### src/rtl/fb_fill_engine.sv
// Rectangle-fill engine: turns one fill command into a stream of 32-bit word
// writes with byte strobes covering the clipped rectangle in the framebuffer.
module fb_fill_engine #(
  parameter int                    ADDR_WIDTH   = 32,
  parameter int                    DATA_WIDTH   = 32,
  parameter logic [ADDR_WIDTH-1:0] FB_BASE_ADDR = 32'hD000_0000,
  parameter int                    IMG_WIDTH    = 64,
  parameter int                    IMG_HEIGHT   = 64
) (
  input  logic                  ahb_clk,
  input  logic                  n_rst,
  input  logic                  cmd_valid,
  output logic                  cmd_ready,
  input  logic [6:0]            cmd_x0,
  input  logic [6:0]            cmd_y0,
  input  logic [6:0]            cmd_w,
  input  logic [6:0]            cmd_h,
  input  logic [7:0]            cmd_color,
  output logic                  wr_valid,
  input  logic                  wr_ready,
  output logic [ADDR_WIDTH-1:0] wr_addr,
  output logic [DATA_WIDTH-1:0] wr_data,
  output logic [3:0]            wr_strb,
  output logic                  busy,
  output logic                  done
);

  localparam int         WW     = $clog2(IMG_WIDTH) - 2;
  localparam logic [7:0] IMG_W8 = 8'(IMG_WIDTH);
  localparam logic [7:0] IMG_H8 = 8'(IMG_HEIGHT);

  typedef enum logic [1:0] {
    IDLE  = 2'd0,
    WRITE = 2'd1,
    DONE  = 2'd2
  } state_t;

  state_t          state_r, state_s;
  logic [WW-1:0]   word_r, word_s, first_word_r, first_word_s, last_word_r, last_word_s;
  logic [7:0]      y_r, y_s, y_last_r, y_last_s;
  logic [1:0]      lane_lo_r, lane_lo_s, lane_hi_r, lane_hi_s;
  logic [7:0]      color_r, color_s;

  logic                  cmd_ready_r, cmd_ready_s;
  logic                  wr_valid_r, wr_valid_s;
  logic [ADDR_WIDTH-1:0] wr_addr_r, wr_addr_s;
  logic [DATA_WIDTH-1:0] wr_data_r, wr_data_s;
  logic [3:0]            wr_strb_r, wr_strb_s;
  logic                  busy_r, busy_s;
  logic                  done_r, done_s;

  logic       cmd_fire_s, empty_s, row_end_s, frame_end_s;
  logic [7:0] xe_sum_s, ye_sum_s, xe_s, ye_s, xe_m1_s, ye_m1_s;

  function automatic logic [3:0] strb_of(input logic [WW-1:0] word, input logic [WW-1:0] first,
                                         input logic [WW-1:0] last, input logic [1:0] lo,
                                         input logic [1:0] hi);
    logic [3:0] m;
    m = 4'hF;
    if (word == first) m = m & (4'hF << lo);
    else               m = m;
    if (word == last)  m = m & (4'hF >> (2'd3 - hi));
    else               m = m;
    return m;
  endfunction

  function automatic logic [ADDR_WIDTH-1:0] addr_of(input logic [7:0] y, input logic [WW-1:0] word);
    return FB_BASE_ADDR + ADDR_WIDTH'(y) * ADDR_WIDTH'(IMG_WIDTH) + ADDR_WIDTH'({word, 2'b00});
  endfunction

  // Command clipping; sums are 8 bits wide so x0+w never wraps.
  always_comb begin
    cmd_fire_s  = cmd_valid && cmd_ready_r;
    xe_sum_s    = {1'b0, cmd_x0} + {1'b0, cmd_w};
    ye_sum_s    = {1'b0, cmd_y0} + {1'b0, cmd_h};
    xe_s        = (xe_sum_s > IMG_W8) ? IMG_W8 : xe_sum_s;
    ye_s        = (ye_sum_s > IMG_H8) ? IMG_H8 : ye_sum_s;
    xe_m1_s     = xe_s - 8'd1;
    ye_m1_s     = ye_s - 8'd1;
    empty_s     = (cmd_w == 7'd0) || (cmd_h == 7'd0) ||
                  ({1'b0, cmd_x0} >= IMG_W8) || ({1'b0, cmd_y0} >= IMG_H8);
    row_end_s   = (word_r == last_word_r);
    frame_end_s = row_end_s && (y_r == y_last_r);
  end

  // Next-state logic.
  always_comb begin
    state_s = state_r;
    case (state_r)
      IDLE: begin
        if (cmd_fire_s) state_s = empty_s ? DONE : WRITE;
        else            state_s = IDLE;
      end
      WRITE: begin
        if (wr_ready && frame_end_s) state_s = DONE;
        else                         state_s = WRITE;
      end
      DONE:    state_s = IDLE;
      default: state_s = IDLE;
    endcase
  end

  // Walk position: load on accept, step one word per handshake, wrap rows.
  always_comb begin
    word_s       = word_r;
    first_word_s = first_word_r;
    last_word_s  = last_word_r;
    y_s          = y_r;
    y_last_s     = y_last_r;
    lane_lo_s    = lane_lo_r;
    lane_hi_s    = lane_hi_r;
    color_s      = color_r;
    if ((state_r == IDLE) && cmd_fire_s) begin
      word_s       = WW'(cmd_x0 >> 2);
      first_word_s = WW'(cmd_x0 >> 2);
      last_word_s  = WW'(xe_m1_s >> 2);
      y_s          = {1'b0, cmd_y0};
      y_last_s     = ye_m1_s;
      lane_lo_s    = cmd_x0[1:0];
      lane_hi_s    = xe_m1_s[1:0];
      color_s      = cmd_color;
    end else if ((state_r == WRITE) && wr_ready) begin
      if (row_end_s) begin
        word_s = first_word_r;
        y_s    = y_r + 8'd1;
      end else begin
        word_s = word_r + WW'(1);
      end
    end else begin
      word_s = word_r;
    end
  end

  // Output decode from the upcoming state so every output leaves a flop.
  always_comb begin
    cmd_ready_s = (state_s == IDLE);
    busy_s      = (state_s != IDLE);
    done_s      = (state_s == DONE);
    if (state_s == WRITE) begin
      wr_valid_s = 1'b1;
      wr_addr_s  = addr_of(y_s, word_s);
      wr_data_s  = DATA_WIDTH'({4{color_s}});
      wr_strb_s  = strb_of(word_s, first_word_s, last_word_s, lane_lo_s, lane_hi_s);
    end else begin
      wr_valid_s = 1'b0;
      wr_addr_s  = '0;
      wr_data_s  = '0;
      wr_strb_s  = 4'h0;
    end
  end

  // State register.
  always_ff @(posedge ahb_clk or negedge n_rst) begin
    if (!n_rst) state_r <= IDLE;
    else        state_r <= state_s;
  end

  // Walk position registers.
  always_ff @(posedge ahb_clk or negedge n_rst) begin
    if (!n_rst) begin
      word_r       <= '0;
      first_word_r <= '0;
      last_word_r  <= '0;
      y_r          <= 8'd0;
      y_last_r     <= 8'd0;
      lane_lo_r    <= 2'd0;
      lane_hi_r    <= 2'd0;
      color_r      <= 8'd0;
    end else begin
      word_r       <= word_s;
      first_word_r <= first_word_s;
      last_word_r  <= last_word_s;
      y_r          <= y_s;
      y_last_r     <= y_last_s;
      lane_lo_r    <= lane_lo_s;
      lane_hi_r    <= lane_hi_s;
      color_r      <= color_s;
    end
  end

  // Output registers.
  always_ff @(posedge ahb_clk or negedge n_rst) begin
    if (!n_rst) begin
      cmd_ready_r <= 1'b0;
      wr_valid_r  <= 1'b0;
      wr_addr_r   <= '0;
      wr_data_r   <= '0;
      wr_strb_r   <= 4'h0;
      busy_r      <= 1'b0;
      done_r      <= 1'b0;
    end else begin
      cmd_ready_r <= cmd_ready_s;
      wr_valid_r  <= wr_valid_s;
      wr_addr_r   <= wr_addr_s;
      wr_data_r   <= wr_data_s;
      wr_strb_r   <= wr_strb_s;
      busy_r      <= busy_s;
      done_r      <= done_s;
    end
  end

  assign cmd_ready = cmd_ready_r;
  assign wr_valid  = wr_valid_r;
  assign wr_addr   = wr_addr_r;
  assign wr_data   = wr_data_r;
  assign wr_strb   = wr_strb_r;
  assign busy      = busy_r;
  assign done      = done_r;

endmodule

### config.mk
export PLATFORM = sky130hd
export DESIGN_NAME = fb_fill_engine
export DESIGN_NICKNAME = d
export VERILOG_FILES = /design/src/rtl/fb_fill_engine.sv
export SDC_FILE = /design/constraint.sdc
export NUM_CORES = 1
export LEC_CHECK = 0
export CAP_MARGIN = 20
export CELL_PAD_IN_SITES_DETAIL_PLACEMENT = 2
export CELL_PAD_IN_SITES_GLOBAL_PLACEMENT = 2
export CORE_MARGIN = 5
export CORE_UTILIZATION = 30
export DETAILED_ROUTE_END_ITERATION = 10
export PLACE_DENSITY = 0.88
export SETUP_SLACK_MARGIN = 0.5
export SLEW_MARGIN = 20
export SYNTH_ARGS = -nofsm -noshare
export SYNTH_HDL_FRONTEND = slang
export SYNTH_SLANG_ARGS = --single-unit
### constraint.sdc
create_clock -name ahb_clk -period 2.91 [get_ports ahb_clk]
set_input_delay 0.291 -clock ahb_clk [delete_from_list [all_inputs] [get_ports ahb_clk]]
set_output_delay 0.291 -clock ahb_clk [all_outputs]
set_load 0.005 [all_outputs]
## Word level (Yosys, flattened, before mapping)

Index checks and enable logic that the tools add are counted.

| word-level totals | value |
|---|---|
| bits in registers | 114 |
| input port bits | 40 |
| output and inout port bits | 72 |
| word-level logic and storage cells | 76 |

| operators by class | value |
|---|---|
| $add $sub $neg | 9 |
| magnitude comparators | 4 |
| eq/ne operators | 7 |
| shift operators | 2 |
| multiplexer cells | 24 |
| bitwise logic cells | 1 |
| reduce and logical (&&, ||, !) cells | 13 |

Operators by type and width:

| cell | number |
|---|---|
| $mux W32 | 2 |
| $mux W8 | 5 |
| $mux W4 | 9 |
| $add A31 B15 Y32 const A | 1 |
| $add A32 B6 Y32 | 1 |
| $add A7 B7 Y8 | 2 |
| $gt A8 B7 Y1 const B | 2 |
| $ge A7 B7 Y1 const B | 2 |
| $logic_not A7 Y1 | 2 |
| $eq A4 B4 Y1 | 3 |
| $mux W2 | 5 |
| $add A8 B1 Y8 const B | 1 |
| $eq A8 B8 Y1 | 1 |
| $sub A8 B1 Y8 const B | 1 |
| $mux W6 | 1 |
| $sub A6 B1 Y6 const B | 1 |
| $logic_and A1 B1 Y1 | 5 |
| $add A4 B1 Y4 const B | 1 |
| $and A4 B4 Y4 | 1 |
| $eq A2 B1 Y1 const B | 2 |
| $logic_not A2 Y1 | 2 |
| $pmux W2 S2 | 1 |
| $shl A4 B2 Y4 const A | 1 |
| $shr A4 B2 Y4 const A | 1 |
| other kinds (5) | 7 |

## Longest topological paths before layout

| depth | value |
|---|---|
| depth in word-level cells | 12 |
| gate-level depth with buffers | 15 |
| depth with buffers taken out | 14 |

## Worst setup path before layout

No wires, ideal clock.

| path | value |
|---|---|
| kind | input port to flip-flop |
| from | in cmd_x0[0] |
| to | reg wr_strb_r[1], in the netlist wr_strb[1] |
| arrival time | 2885 ps |
| required time | 2811 ps |
| setup slack | -74 ps |
| stages on the path | 15 |
| cell sequence | ha_1 fa_1 a21o_1 a221oi_1 a41o_1 and2_4 buf_6 nand2_1 ha_1 nand3_1 mux2i_1 a21oi_1 xor2_1 o32ai_2 a311oi_1 |

| on the way | value |
|---|---|
| cells in the longest elaborated chain, start to end | 10 |
| elaborated cells on any way between the ends | 23 |
| those cells by class | 3 x add/sub; 2 x order compare; 2 x eq/ne; 2 x shift; 11 x mux; 1 x bitwise; 2 x reduce/logical |

RTL lines:

| element | line | source |
|---|---|---|
| start: declaration | 14 | `input logic [6:0] cmd_x0,` |
| $add A7 B7 Y8 | 74 | `xe_sum_s = {1'b0, cmd_x0} + {1'b0, cmd_w};` |
| $gt A8 B7 Y1 | 76 | `xe_s = (xe_sum_s > IMG_W8) ? IMG_W8 : xe_sum_s;` |
| $mux W6 | 76 |  |
| $sub A6 B1 Y6 | 78 | `xe_m1_s = xe_s - 8'd1;` |
| $mux W2 | 113 | `if ((state_r == IDLE) && cmd_fire_s) begin` |
| $sub A2 B2 Y2 | 62 | `if (word == last) m = m & (4'hF >> (2'd3 - hi));` |
| $shr A4 B2 Y4 | 62 |  |
| $and A4 B4 Y4 | 62 |  |
| $mux W4 | 62 |  |
| $mux W4 * | 139 | `if (state_s == WRITE) begin` |
| via wr_strb_s[1] | 48 | `logic [3:0] wr_strb_r, wr_strb_s;` |
| end signal: assignment | 196 | `wr_strb_r <= wr_strb_s;` |
| end: declaration | 48 |  |

Mark *: on every way through the listed nets, which the timed path passes. The rest lies on a longest branch. The select of a mux whose other input is x is not followed.
A chain may end at the register's enable or synchronous reset.

## Worst setup path after layout

| path | value |
|---|---|
| from | in cmd_y0[0] |
| to | reg y_last_r[4] |

| on the way | value |
|---|---|
| cells in the longest elaborated chain, start to end | 4 |

RTL lines:

| element | line | source |
|---|---|---|
| start: declaration | 15 | `input logic [6:0] cmd_y0,` |
| $add A7 B7 Y8 * | 75 | `ye_sum_s = {1'b0, cmd_y0} + {1'b0, cmd_h};` |
| $gt A8 B7 Y1 | 77 | `ye_s = (ye_sum_s > IMG_H8) ? IMG_H8 : ye_sum_s;` |
| $mux W8 * | 77 |  |
| $sub A8 B1 Y8 * | 79 | `ye_m1_s = ye_s - 8'd1;` |
| end signal: assignment | 174 | `y_last_r <= y_last_s;` |
| end: declaration | 40 | `logic [7:0] y_r, y_s, y_last_r, y_last_s;` |

Mark *: on every way between the ends. The rest lies on a longest branch, timed or not.

==> summary.txt <==
Run status
  • Status: finished with violations
  • Failing checks: setup timing

Final layout
  • Design Area, Final: 6550 um2
  • Share of cells above drive strength 1: 30.9%
  • # diodes: 0
  • Final Util: 45.3%
  • Finished Layout Cells: 789
  • Filler cells: about 1,500
  • Layout area overhead: 48.9%
  • Nets@finish: 660

Critical path
  • Critical Path RT: 3.12 ns
  • Worst reg2reg setup slack: 0.18 ns
  • Worst-path maximum fanout: 4
  • Worst Path Arrival: around 3.1 ns
  • Setup crit end kind: register
  • Worst r2r path cells: 10
  • Crit path from: cmd_y0[0]
  • FF-to-FF Start: last_word_r[2]
  • FF-to-FF End: wr_strb[1]
  • Setup Crit Path Kind: in -> reg
  • Worst setup SP type: input port
  • Crit path capture: y_last_r[4]

Die
  • Vert. Die Dim: 131 um
  • Initial Utilization: 30.4%
  • Die area: around 17,000 um2
  • Die Width: between 100 and 150 um
  • Io pins: 112
  • Row cnt: 44
  • Placeable Area: 14,500 um2

Timing
  • Rel. slew slack: 51.9%
  • # setup viols final: 1
  • Min cycle time layout: between 2 and 3 ns
  • Worst-Margin Slew: about 0.72 ns
  • Max frequency: 341 MHz
  • Hold Fails Final Rpt: 0
  • Max-slew violation count: 0
  • RSZ-0062 raised after global routing: yes
  • Final worst-path cycle share: 101%
  • Setup ws final: -0.0265 ns
  • Hold slack: between 0.01 and 0.015 ns
  • Worst Skew: 0.0143 ns

Drt
  • Vias per cell: 5.17
  • Drt pass-1 iters: 4
  • WL per Instance: between 20 and 25 um
  • Vias: 4,083
  • Remaining antenna violation count: 0
  • DRT Wirelength: 19,100 um
  • Drt drc: 0
  • DRT iter0 DRCs: 223

Clock tree
  • H-tree depth: 3
  • CTS Buf Count: 9
  • Clock Latency Late Sink: 0.34 ns
  • CTS tree: built
  • CTS root buf: clkbuf_16
  • Reg clk slew, reported paths: around 0.060 ns
  • CTS Buffer Depth: 2
  • Number of clock sinks: 70

GRT
  • First-pass GRT wire length: around 26,000 um
  • Total global-route track usage: 19.0%
  • Largest net degree at the start of global routing: 35
  • Initial antenna violation count: 0
  • GR Overflow Total: 0
  • Vias in the first global route: 4,601

Pwr
  • VDD IR max: roughly 0.32 mV
  • Switch share: a little over two fifths
  • Sequential group share of total power: 28.5%
  • Leakage: 2.83 nW
  • Psw: 2.56 mW
  • Power density over cell area: 937 nW/um2
  • Cell Int Power: 3.58 mW
  • Logic gate share of total power: a little over half
  • Clock share of power: 17.5%

Place
  • Setup WS pre-CTS: -0.571 ns
  • IO Port Bufs: 94
  • Placed instance count: 747
  • DP Wirelength: 11,600 um
  • GP Congestion: 0.824
  • Post-DP Area: 5750 um2

Yosys
  • Most used DFF post-synth: dfrtp_1
  • Avg Cell Area, Syn: about 9.7 um2
  • Yosys warns: 0
  • Largest area contributor in the netlist: dfrtp_1
  • Synth top area share: 39.8%
  • Netlist cell types: 71
  • Largest cells by area after synthesis: dfrtp_1 (40%), buf_4 (8.0%), nand2_1 (5.4%)
  • Post-synthesis register bit count: 70
  • Post-synthesis sequential area ratio: 39.8%
  • Cell count after synthesis: 455
  • Count leader, synth: dfrtp_1
  • Post-synth ARST share: 100%
  • Number of flops mapped to enable cells by yosys: 0
  • Synth top cells by count: dfrtp_1 (70), nand2_1 (63), buf_4 (47)
  • Synth Cell Area: 4400 um2

Job
  • MaxCap Viol Count: 0

Min path
  • Worst hold-check path type: in -> async
## cells by family after synthesis
| group | synth area share (%) |
|---|---|
| flip-flops | 39.8 |
| AO/OA/AOI/OAI | 16.0 |
| adder cells (fa/ha/maj) | 6.03 |
| multiplexers | 1.88 |
| XOR/XNOR | 8.36 |
| AND/OR/NAND/NOR | 16.9 |
| buffers and inverters | 11.0 |
| other | 0.0852 |
## per-layer routing
metal	GRT usage, %	share of wire (%)	vias to the layer above
li1	-	-	1804
met1	21.6	38	2068
met2	35.0	53	172
met3	3.82	4.8	39
met4	6.70	3.9	0
met5	0	0	-
## per-stage QoR
step / setup TNS (ns) / total power [mW]
CTS: 0 / 5.75
floorplan: 0 / 3.34
global route: -0.0633 / 6.44
global placement: -1.77 / 4.21
detailed placement: -3.94 / 4.45
finish: -0.0265 / 6.14
## timing repair
item	4_1_cts	5_1_grt
hold buffers	0	0
setup endpoints to repair	30	32
buffers inserted	14	12
pin swaps	32	24
resized for setup	85	30
## placed cells by master (no fill, tap or decap), drive strengths merged, types with 11 or more instances in the layout
cell	instances
buf	93
clkdlybuf4s50	74
dfrtp	70
nand2	63
o21ai	28
nor2	22
xor2	22
a21oi	21
xnor2	20
ha	18
conb	17
clkbuf	15
nor3	12
and2	11
## layout make-up
type | count | area [um2] | share of cell area [%]
clock buffers | 12 | 236 | 3.61
well taps | 184 | 230 | 3.51
inverters | 10 | 37.5 | 0.573
multi-input cells | 330 | 2660 | 40.5
flip-flops and latches | 70 | 1760 | 26.8
clock inverters | 4 | 47.5 | 0.725
repair buffers | 179 | 1590 | 24.3
## worst max-delay path: stages
cell and delay [ns]:
buf_8 0.10, ha_4 0.15, fa_2 0.36, buf_6 0.14
xor2_4 0.19, nor3_4 0.27, nor3b_4 0.37, a311oi_2 0.19
and2_4 0.21, nor2_4 0.13, nand2_2 0.10, ha_4 0.18
buf_6 0.13, o211ai_1 0.19, a21oi_1 0.12
## worst min path at each step
stage	cells after the start	endpoint	from	slack [ns]
final	1	first_word_r[3]	n_rst	0.01
after global routing	1	first_word_r[3]	n_rst	0.05
after CTS	1	lane_lo_r[0]	n_rst	0.008
after detailed placement	1	word_r[2]	n_rst	0.37
after global placement	1	word_r[2]	n_rst	0.35
after floorplan	0	busy	n_rst	-0.005
## registers in the layout, indices dropped and copies added, names as in the netlist
| name | flops |
|---|---|
| lane_lo_r | 2 |
| color_r | 8 |
| wr_strb | 4 |
| done | 1 |
| state_r | 2 |
| cmd_ready | 1 |
| busy | 1 |
| last_word_r | 4 |
| lane_hi_r | 2 |
| y_r | 8 |
| wr_data | 8 |
| y_last_r | 8 |
| word_r | 4 |
| first_word_r | 4 |
| wr_addr | 13 |
## power by group through the flow
stage	Clock, mW	Combinational [mW]	Sequential (mW)
floorplan	0	1.70	1.63
global placement	0	2.52	1.68
detailed placement	0	2.72	1.73
CTS	1.08	2.94	1.72
global route	1.15	3.49	1.79
finish	1.08	3.31	1.75
Note: power is estimated with default switching activity, not from simulation.
==> edit, RTL diff (config.mk and constraints unchanged) <==
`DATA_WIDTH`: 32 -> 64.
--- a/src/rtl/fb_fill_engine.sv
+++ b/src/rtl/fb_fill_engine.sv
@@ -2,7 +2,7 @@
 // writes with byte strobes covering the clipped rectangle in the framebuffer.
 module fb_fill_engine #(
   parameter int                    ADDR_WIDTH   = 32,
-  parameter int                    DATA_WIDTH   = 32,
+  parameter int                    DATA_WIDTH   = 64,
   parameter logic [ADDR_WIDTH-1:0] FB_BASE_ADDR = 32'hD000_0000,
   parameter int                    IMG_WIDTH    = 64,
   parameter int                    IMG_HEIGHT   = 64
Ports: changed (resized wr_data); port bits go from 112 to 144. No check against the original RTL was run, so the function may have changed too.
==> edit against the unedited design <==
- final area up 6.8%
- critical path type unchanged
- power up 9.9%
- wire length up 3.3%
- clock power up 6%
- critical endpoint is now wr_strb[1]
- largest power group unchanged
- setup slack better by 0.21 ns
- sequential cell count unchanged
- global-route usage down 0.35 points
- via count up 2.6%
- synthesized cell count up 7.0%
- core utilization up 0.79 points
- area after synthesis up 5.5%
- maximum frequency up 7.7%
==> edit: results (changes against the unedited design) <==
.. list-table::
   :header-rows: 1

   * - Metric
     - Value
   * - Status
     - completed
   * - Post-DP HPWL
     - 11820 um (+2.3%)
   * - Cell area reported after detailed placement
     - 5851 um2 (+1.8%)
   * - Post-synth top cells
     - sky130_fd_sc_hd__buf_4, sky130_fd_sc_hd__dfrtp_1, sky130_fd_sc_hd__nand2_1
   * - Sequential-to-total area share from yosys stat
     - 37.75% (-2.1 points)
   * - Number of violations reported at the end of detailed-routing iteration 0
     - 135 (-39%)
   * - Number of buffers inserted by hold repair at cts
     - 1 (+1)
   * - Global-route wire length before repair
     - 26320 um (+0.42%)
   * - Pin slew with the least headroom to its limit
     - 0.6123 ns (-0.1096 ns)
   * - Met3 demand-to-capacity share in global routing
     - 3.563% (-0.26 points)
   * - Met2 routing resource usage after global routing
     - 35.34% (+0.37 points)
   * - Worst setup path start
     - cmd_w[0]
   * - Number of global-route vias before repair
     - 4727 (+2.7%)
   * - Met1 usage in global routing
     - 20.84% (-0.78 points)
   * - Wire per inst
     - 23.48 um (-2.8%)
   * - Startpoint of the most critical register-to-register path
     - last_word_r[3]
   * - Met2 layer wire length in the routed design
     - 10530 um (+3.3%)
   * - Crit path max-delay cell type
     - sky130_fd_sc_hd__fa_2
   * - Worst clock skew on the final layout
     - 0.01193 ns (-0.002328 ns)
   * - Count of vias placed by the detailed router
     - 4188 (+2.6%)
   * - Highest net fanout along the worst path
     - 3 (-1)
   * - Final Wtd Congestion
     - 0.7910 (-4.0%)
   * - Pint
     - 3.943 mW (+10%)
   * - Peak supply drop
     - 0.3353 mV (+5.6%)
   * - Buffers inserted during post-CTS setup optimization
     - 16 (+2)
   * - Static leakage power
     - 3.077 nW (+8.7%)
   * - Fin crit period
     - 2.727 ns (-0.2096 ns)
   * - Sum of routed wire segments on met1
     - 7558 um (+4.8%)
edit: cell types whose count changed after synthesis:
cell                    delta
sky130_fd_sc_hd__buf_4    +32
edit: per-stage QoR:
stage,cells,util [%]
after floorplan,535,-
final,839,46.05
after global placement,782,38.49
after global routing,839,46.05
after detailed placement,782,38.49
after CTS,814,42.39
edit: logic make-up (layout without fill, tap and decap cells):
group | after synthesis | after routing | synth area share [%]
adders and majority gates | 20 | 20 | 5.716
and+or+nand+nor | 146 | 146 | 16.04
muxes | 8 | 8 | 1.779
DFF | 70 | 70 | 37.75
xor gates and xnor gates | 42 | 42 | 7.927
buffers and inverters | 103 | 219 | 15.58
AOI/OAI and AO/OA | 97 | 97 | 15.13
other | 1 | 49 | 0.08081
edit: final cells by class:
type	count	area share, %
Clock buffer	12	3.807
Timing Repair Buffer	194	25.18
Multi-Input combinational cell	362	41.30
Inverter	10	0.6434
Clock inverter	3	0.6077
Tap cell	188	3.360
Sequential cell	70	25.09
